--- src/rtl/rom_arb_pkg.sv ---
// Shared types for the ROM arbiter: Wishbone slave FSM states and requester ids.
package rom_arb_pkg;

    typedef enum logic [1:0] {
        WB_IDLE = 2'd0,
        WB_ACK  = 2'd1,
        WB_ERR  = 2'd2
    } wb_state_e;

    typedef enum logic {
        FETCH = 1'b0,
        WB    = 1'b1
    } req_id_e;

endpackage

--- src/rtl/rom_arb_rr.sv ---
// Two-way grant logic between the fetch port and the Wishbone port.
// ROM_ARB_ROUND_ROBIN_EN selects round-robin on conflicts; otherwise fetch always wins.
module rom_arb_rr
    import rom_arb_pkg::*;
(
    input  logic clk_i,
    input  logic rst_ni,
    input  logic f_elig_i,
    input  logic wb_elig_i,
    output logic f_gnt_o,
    output logic wb_gnt_o
);

    req_id_e prio_q, prio_d;
    logic    conflict;

    assign conflict = f_elig_i & wb_elig_i;

    always_comb begin
        f_gnt_o  = 1'b0;
        wb_gnt_o = 1'b0;
        if (conflict) begin
            f_gnt_o  = (prio_q == FETCH);
            wb_gnt_o = (prio_q == WB);
        end else begin
            f_gnt_o  = f_elig_i;
            wb_gnt_o = wb_elig_i;
        end
    end

    // Without round-robin the pointer never leaves FETCH, giving fixed priority.
    always_comb begin
        prio_d = prio_q;
`ifdef ROM_ARB_ROUND_ROBIN_EN
        if (conflict) begin
            prio_d = (prio_q == FETCH) ? WB : FETCH;
        end
`endif
    end

    always_ff @(posedge clk_i or negedge rst_ni) begin
        if (!rst_ni) begin
            prio_q <= FETCH;
        end else begin
            prio_q <= prio_d;
        end
    end

endmodule

--- src/rtl/rom_arbiter.sv ---
// Shares one synchronous ROM between a fetch port and a read-only Wishbone slave.
// Conflict policy set by ROM_ARB_ROUND_ROBIN_EN (see rom_arb_rr).
module rom_arbiter
    import rom_arb_pkg::*;
#(
    parameter int unsigned SIZE       = 'h2000,
    parameter int unsigned ADDR_WIDTH = $clog2(SIZE),
    parameter int unsigned DATA_WIDTH = 16
) (
    input  logic                  clock,
    input  logic                  reset_n,
    input  logic                  f_req,
    input  logic [ADDR_WIDTH-1:0] f_addr,
    output logic                  f_gnt,
    output logic                  f_valid,
    output logic [DATA_WIDTH-1:0] f_data,
    input  logic                  wb_cyc_i,
    input  logic                  wb_stb_i,
    input  logic                  wb_we_i,
    input  logic [ADDR_WIDTH-1:0] wb_adr_i,
    output logic [DATA_WIDTH-1:0] wb_dat_o,
    output logic                  wb_ack_o,
    output logic                  wb_err_o,
    output logic [ADDR_WIDTH-1:0] rom_address,
    output logic                  rom_cen,
    input  logic [DATA_WIDTH-1:0] rom_q
);

    wb_state_e state_q, state_d;
    logic      f_valid_q;
    logic      f_elig, wb_elig, wb_gnt, wb_wr;

    // Eligibility is gated by reset so no grant leaks out while reset is held.
    assign f_elig  = reset_n & f_req;
    assign wb_wr   = wb_cyc_i & wb_stb_i & wb_we_i;
    assign wb_elig = reset_n & wb_cyc_i & wb_stb_i & ~wb_we_i & (state_q == WB_IDLE);

    rom_arb_rr u_rr (
        .clk_i     (clock),
        .rst_ni    (reset_n),
        .f_elig_i  (f_elig),
        .wb_elig_i (wb_elig),
        .f_gnt_o   (f_gnt),
        .wb_gnt_o  (wb_gnt)
    );

    always_comb begin
        rom_cen     = f_gnt | wb_gnt;
        rom_address = '0;
        if (f_gnt) begin
            rom_address = f_addr;
        end else if (wb_gnt) begin
            rom_address = wb_adr_i;
        end
    end

    always_comb begin
        state_d = state_q;
        unique case (state_q)
            WB_IDLE: begin
                if (wb_gnt) begin
                    state_d = WB_ACK;
                end else if (wb_wr) begin
                    state_d = WB_ERR;
                end
            end
            WB_ACK:  state_d = WB_IDLE;
            WB_ERR:  state_d = WB_IDLE;
            default: state_d = WB_IDLE;
        endcase
    end

    always_ff @(posedge clock or negedge reset_n) begin
        if (!reset_n) begin
            state_q   <= WB_IDLE;
            f_valid_q <= 1'b0;
        end else begin
            state_q   <= state_d;
            f_valid_q <= f_gnt;
        end
    end

    // A dropped cyc in WB_ACK suppresses the ack; the ROM word is simply discarded.
    assign f_valid  = f_valid_q;
    assign f_data   = f_valid_q ? rom_q : '0;
    assign wb_ack_o = (state_q == WB_ACK) & wb_cyc_i;
    assign wb_err_o = (state_q == WB_ERR) & wb_cyc_i;
    assign wb_dat_o = wb_ack_o ? rom_q : '0;

endmodule
--- config.mk ---
export PLATFORM = sky130hd
export DESIGN_NAME = rom_arbiter
export DESIGN_NICKNAME = d
export VERILOG_FILES = /design/src/rtl/rom_arb_pkg.sv /design/src/rtl/rom_arb_rr.sv /design/src/rtl/rom_arbiter.sv
export SDC_FILE = /design/constraint.sdc
export NUM_CORES = 1
export LEC_CHECK = 0
export ABC_CLOCK_PERIOD_IN_PS = 2600
export BUFFER_PORTS_ARGS = -buffer_cell sky130_fd_sc_hd__buf_2
export CORE_MARGIN = 2
export CORE_UTILIZATION = 32
export CTS_CLUSTER_SIZE = 30
export DETAILED_ROUTE_END_ITERATION = 8
export GPL_ROUTABILITY_DRIVEN = 0
export PLACE_DENSITY = 0.84
export SETUP_SLACK_MARGIN = 0.15
export SLEW_MARGIN = 20
export SYNTH_ARGS = -nofsm -noshare
export SYNTH_HDL_FRONTEND = slang
export SYNTH_SLANG_ARGS = --single-unit
--- constraint.sdc ---
create_clock -name clock -period 2.6 [get_ports clock]
set_input_delay 0.39 -clock clock [delete_from_list [all_inputs] [get_ports clock]]
set_output_delay 0.39 -clock clock [all_outputs]
set_load 0.005 [all_outputs]
### Yosys cells after proc, flatten, opt, wreduce, memory -nomap -nowiden

Cells that the tools add are included.

| cells by class | value |
|---|---|
| reduce and logical (&&, ||, !) cells | 1 |
| mux-type cells | 9 |
| equality and inequality tests | 3 |
| bitwise gates (word level) | 12 |

Operator list:

| cell | count |
|---|---|
| $mux W16 | 2 |
| $mux W13 | 2 |
| $and A1 B1 Y1 | 10 |
| $mux W2 | 3 |
| $ne A3 B3 Y1 const B | 1 |
| $eq A2 B1 Y1 const B | 1 |
| $eq A2 B2 Y1 const B | 1 |
| $logic_not A2 Y1 | 1 |
| $mux W1 | 2 |
| $not A1 Y1 | 1 |
| $or A1 B1 Y1 | 1 |

| storage, ports and cells | value |
|---|---|
| input bits | 48 |
| output and inout port bits | 50 |
| word-level logic and storage cells | 27 |
| flip-flop bits (word level) | 3 |

### Depth between registers and ports, before layout

| logic depth | value |
|---|---|
| word-level depth | 8 |
| depth in mapped cells | 4 |

### By module

From an unflattened synthesis, not the netlist that was laid out.

| second synthesis, totals | value |
|---|---|
| cells, all modules | 66 |
| area, all modules | 546.8 µm² |

Modules (own cells, without submodules):

| module | cells an instance | sequential area each (µm²) | area an instance (µm²) | times used |
|---|---|---|---|---|
| rom_arbiter | 64 | 75.1 | 536.8 | 1 |
| rom_arb_rr | 2 | 0.0 | 10.0 | 1 |

### Least setup slack after synthesis

OpenSTA, ideal clock, no wires.

| timing path | value |
|---|---|
| kind | input port to output port |
| from | input reset_n |
| to | output rom_address[10] |
| stages on the path | 4 |
| setup slack | 1.100 ns |
| arrival time | 1.110 ns |
| path buffers | 2 |
| required time | 2.210 ns |
| cell sequence | buf_2 -> buf_1 -> nand2_1 -> o31ai_2 |

| on the way | value |
|---|---|
| word-level cells in the longest chain between the ends | 8 |

RTL lines:

| element | RTL line | text |
|---|---|---|
| start: declaration | rom_arbiter.sv:11 | `input logic reset_n,` |
| $and A1 B1 Y1 (4 in series) | rom_arbiter.sv:36 | `assign wb_elig = reset_n & wb_cyc_i & wb_stb_i & ~wb_we_i & (state_q == WB_IDLE);` |
| $and A1 B1 Y1 | rom_arb_rr.sv:17 | `assign conflict = f_elig_i & wb_elig_i;` |
| $mux W1 | rom_arb_rr.sv:22 | `if (conflict) begin` |
| $mux W13 | rom_arbiter.sv:52 | `end else if (wb_gnt) begin` |
| $mux W13 * | rom_arbiter.sv:50 | `if (f_gnt) begin` |
| end: declaration | rom_arbiter.sv:24 | `output logic [ADDR_WIDTH-1:0] rom_address,` |

Mark *: on every way between the ends. The rest lies on a longest branch, timed or not.

### Worst setup path in the final report

| timing path | value |
|---|---|
| from | input f_req |
| to | output rom_address[12] |

| on the way | value |
|---|---|
| word-level cells in the longest chain between the ends | 5 |

RTL lines:

| element | RTL line | text |
|---|---|---|
| start: declaration | rom_arbiter.sv:12 | `input logic f_req,` |
| $and A1 B1 Y1 * | rom_arbiter.sv:34 | `assign f_elig = reset_n & f_req;` |
| $and A1 B1 Y1 | rom_arb_rr.sv:17 |  |
| $mux W1 | rom_arb_rr.sv:22 |  |
| $mux W13 | rom_arbiter.sv:52 |  |
| $mux W13 * | rom_arbiter.sv:50 |  |

Marked as above.

==> key figures <==
Status
  • Outcome: finished, final reports clean

Floorplan
  • Core area: 2000 um^2
  • Site row count: 16
  • IO Pins: 98
  • Die height: 50.4 um
  • Initial Utilization: 0.344
  • Die ar.: 2540 um^2
  • Die X: 50.4 um

STA
  • Fin crit share: 0.737
  • Final hold slack: 0.125 ns
  • Max_slew headroom: 0.528
  • Setup violations, final: 0
  • Max Clock Skew: 0.00591 ns
  • Worst slew pin tran: 0.707 ns
  • RSZ-0062 raised after global routing: false
  • Final hold vios: 0
  • Max Freq: 0.522 GHz
  • Fin Setup TNS: 0 ns
  • Final Critical Period: 1.92 ns
  • Final Max Tran Viols: 0

Setup path
  • Setup slack, reg-to-reg: 1.54 ns
  • Crit Reg-Reg Startpoint: state_q[0]
  • Critical path data arrival time: 1.53 ns
  • Worst Path Required: 2.21 ns
  • Slowest CP cell: or2_1
  • Worst-path fanout max: 15
  • CP peak stage delay: 0.49 ns
  • CP Cell Sequence: buf_2 -> or2_1 -> o31ai_1 -> buf_2
  • Crit path kind: input port to output port
  • Top delay family on crit path: simple AND/OR/NAND/NOR gates
  • Crit path launch type: input port
  • Crit path buf inv count: 2
  • Reg2Reg Capture Point: state_q[0]
  • CP Capture Type: output port
  • Worst Reg2Reg Path Length in Cells: 3
  • Most frequent CP cell: buf_2

Cells and area
  • Layout cell share with drive strength beyond 1: 0.594
  • Most common cell after layout, fill and taps aside: buf_2
  • # diodes: 0
  • Most frequent cells in the layout: buf_2, and2_1, nand2_1, nand3_1, o31ai_2
  • Final #Nets: 236
  • # fillers: 205
  • Layout Area Growth over Synthesis: 70.2%

Routing
  • DR vias/cell: 4.65
  • Drt pass-1 iters: 3
  • Initial DRC Count: 7
  • Top layer in use: met3
  • DR WL met3: 371 um
  • Via count: 995
  • Wl on met1: 868 um
  • Routed length per instance: 10.8 um
  • DRC: 0
  • DRT antenna net count: 0
  • Routed wire length: 2.32 mm
  • Met2 WL: 1.08 mm

Global routing
  • Pin count of the biggest net entering global routing: 32
  • Antenna violations before repair: 0
  • Tot GR Track Use: 0.177
  • Vias in the first global route: 887
  • GRT overflow: 0
  • First-pass GRT wire length: 3.57 mm

CTS
  • Clk_lat worst skew: 0.23 ns
  • CTS sink count: 3
  • # resized after CTS: 0
  • Clock Tree Buf Depth: 2
  • Postcts setup bufs: 0
  • Clock slew at reported path FFs: 0.04 ns
  • Hold Buf Count CTS: 0
  • Root buffer cell: clkbuf_4
  • # H-tree levels: 1
  • CTS tree: yes
  • CTS Buf Count: 3

Synthesis
  • Count of cell types in the netlist: 17
  • Sequential area share after synthesis: 0.109
  • Post-Syn Instances: 96
  • Number of synthesized register bits: 3
  • Mapped Avg Cell Area: 7.18 um^2
  • Mapped cell area: 689 um^2
  • Warnings, synthesis: 0
  • Syn_nets: 144

Place
  • Number of I/O port buffers: 97

Run
  • Number of max-cap violations: 0

Pwr
  • VDD IR max: 0.129 mV
  • LEAKAGE: 0.729 nW
  • PD cells: 212 nW/um^2

Hold path
  • Hold Path Class: input port to async pin
-- power breakdown --
part | internal [mW] | switching, mW | total (mW)
registers | 0.0486 | 0.00305 | 0.0516
clock network | 0.0575 | 0.0242 | 0.0817
logic | 0.0589 | 0.0571 | 0.116
-- worst max-delay path by stage --
stage	startpoint	end	slack, ns	cells past startpoint
CTS	f_req	rom_address[2]	0.67	4
global route	f_req	rom_address[0]	0.52	4
global placement	f_req	rom_address[12]	0.67	4
floorplan	reset_n	rom_address[10]	1.10	4
finish	f_req	rom_address[12]	0.68	4
detailed placement	f_req	rom_address[2]	0.67	4
-- layer usage --
| layer | GRT usage | vias up |
|---|---|---|
| li1 | - | 503 |
| met1 | 0.181 | 422 |
| met2 | 0.336 | 70 |
| met3 | 0.0476 | 0 |
| met4 | 0.0676 | 0 |
| met5 | 0 | - |
-- area by class of cell --
type | count | area, um^2 | share of cell area
timing repair buffer | 98 | 493 | 0.420
clock buffer | 4 | 26.3 | 0.0224
tap | 27 | 33.8 | 0.0288
sequential | 3 | 75.1 | 0.0640
multi-input combinational | 79 | 534 | 0.455
inverter | 3 | 11.3 | 0.00959
-- Yosys cell counts (all sizes together) --
cell type | count | area (um^2)
and2 | 32 | 200
nand2 | 14 | 52.6
o31ai | 14 | 173
nand3 | 13 | 65.1
buf | 8 | 57.6
clkbuf | 3 | 11.3
dfrtp | 3 | 75.1
inv | 3 | 11.3
and3b | 2 | 17.5
nand4bb | 1 | 11.3
nor2 | 1 | 3.75
nor3 | 1 | 5.00
or2 | 1 | 6.26
-- kinds of logic after synthesis --
group                  count (synthesis)  synth area share
buffers and inverters                 14             0.116
AO/OA/AOI/OAI                         14             0.250
AND/OR/NAND/NOR                       65             0.524
flip-flops                             3             0.109
-- flip-flops by register name (all words and copies together) (netlist names) --
register,count
f_valid,1
state_q,2
-- through the flow --
stage / area [um^2] / total power [mW] / setup slack (ns) / util / std cells
after global placement: 1150 / 0.168 / 0.674 / 0.573 / 210
after global routing: 1170 / 0.270 / 0.522 / 0.586 / 214
after floorplan: 689 / 0.111 / 1.10 / - / 96
after CTS: 1170 / 0.255 / 0.668 / 0.586 / 214
final: 1170 / 0.249 / 0.683 / 0.586 / 214
after detailed placement: 1150 / 0.170 / 0.672 / 0.573 / 210
No activity file was read; power rests on OpenSTA's default activity.
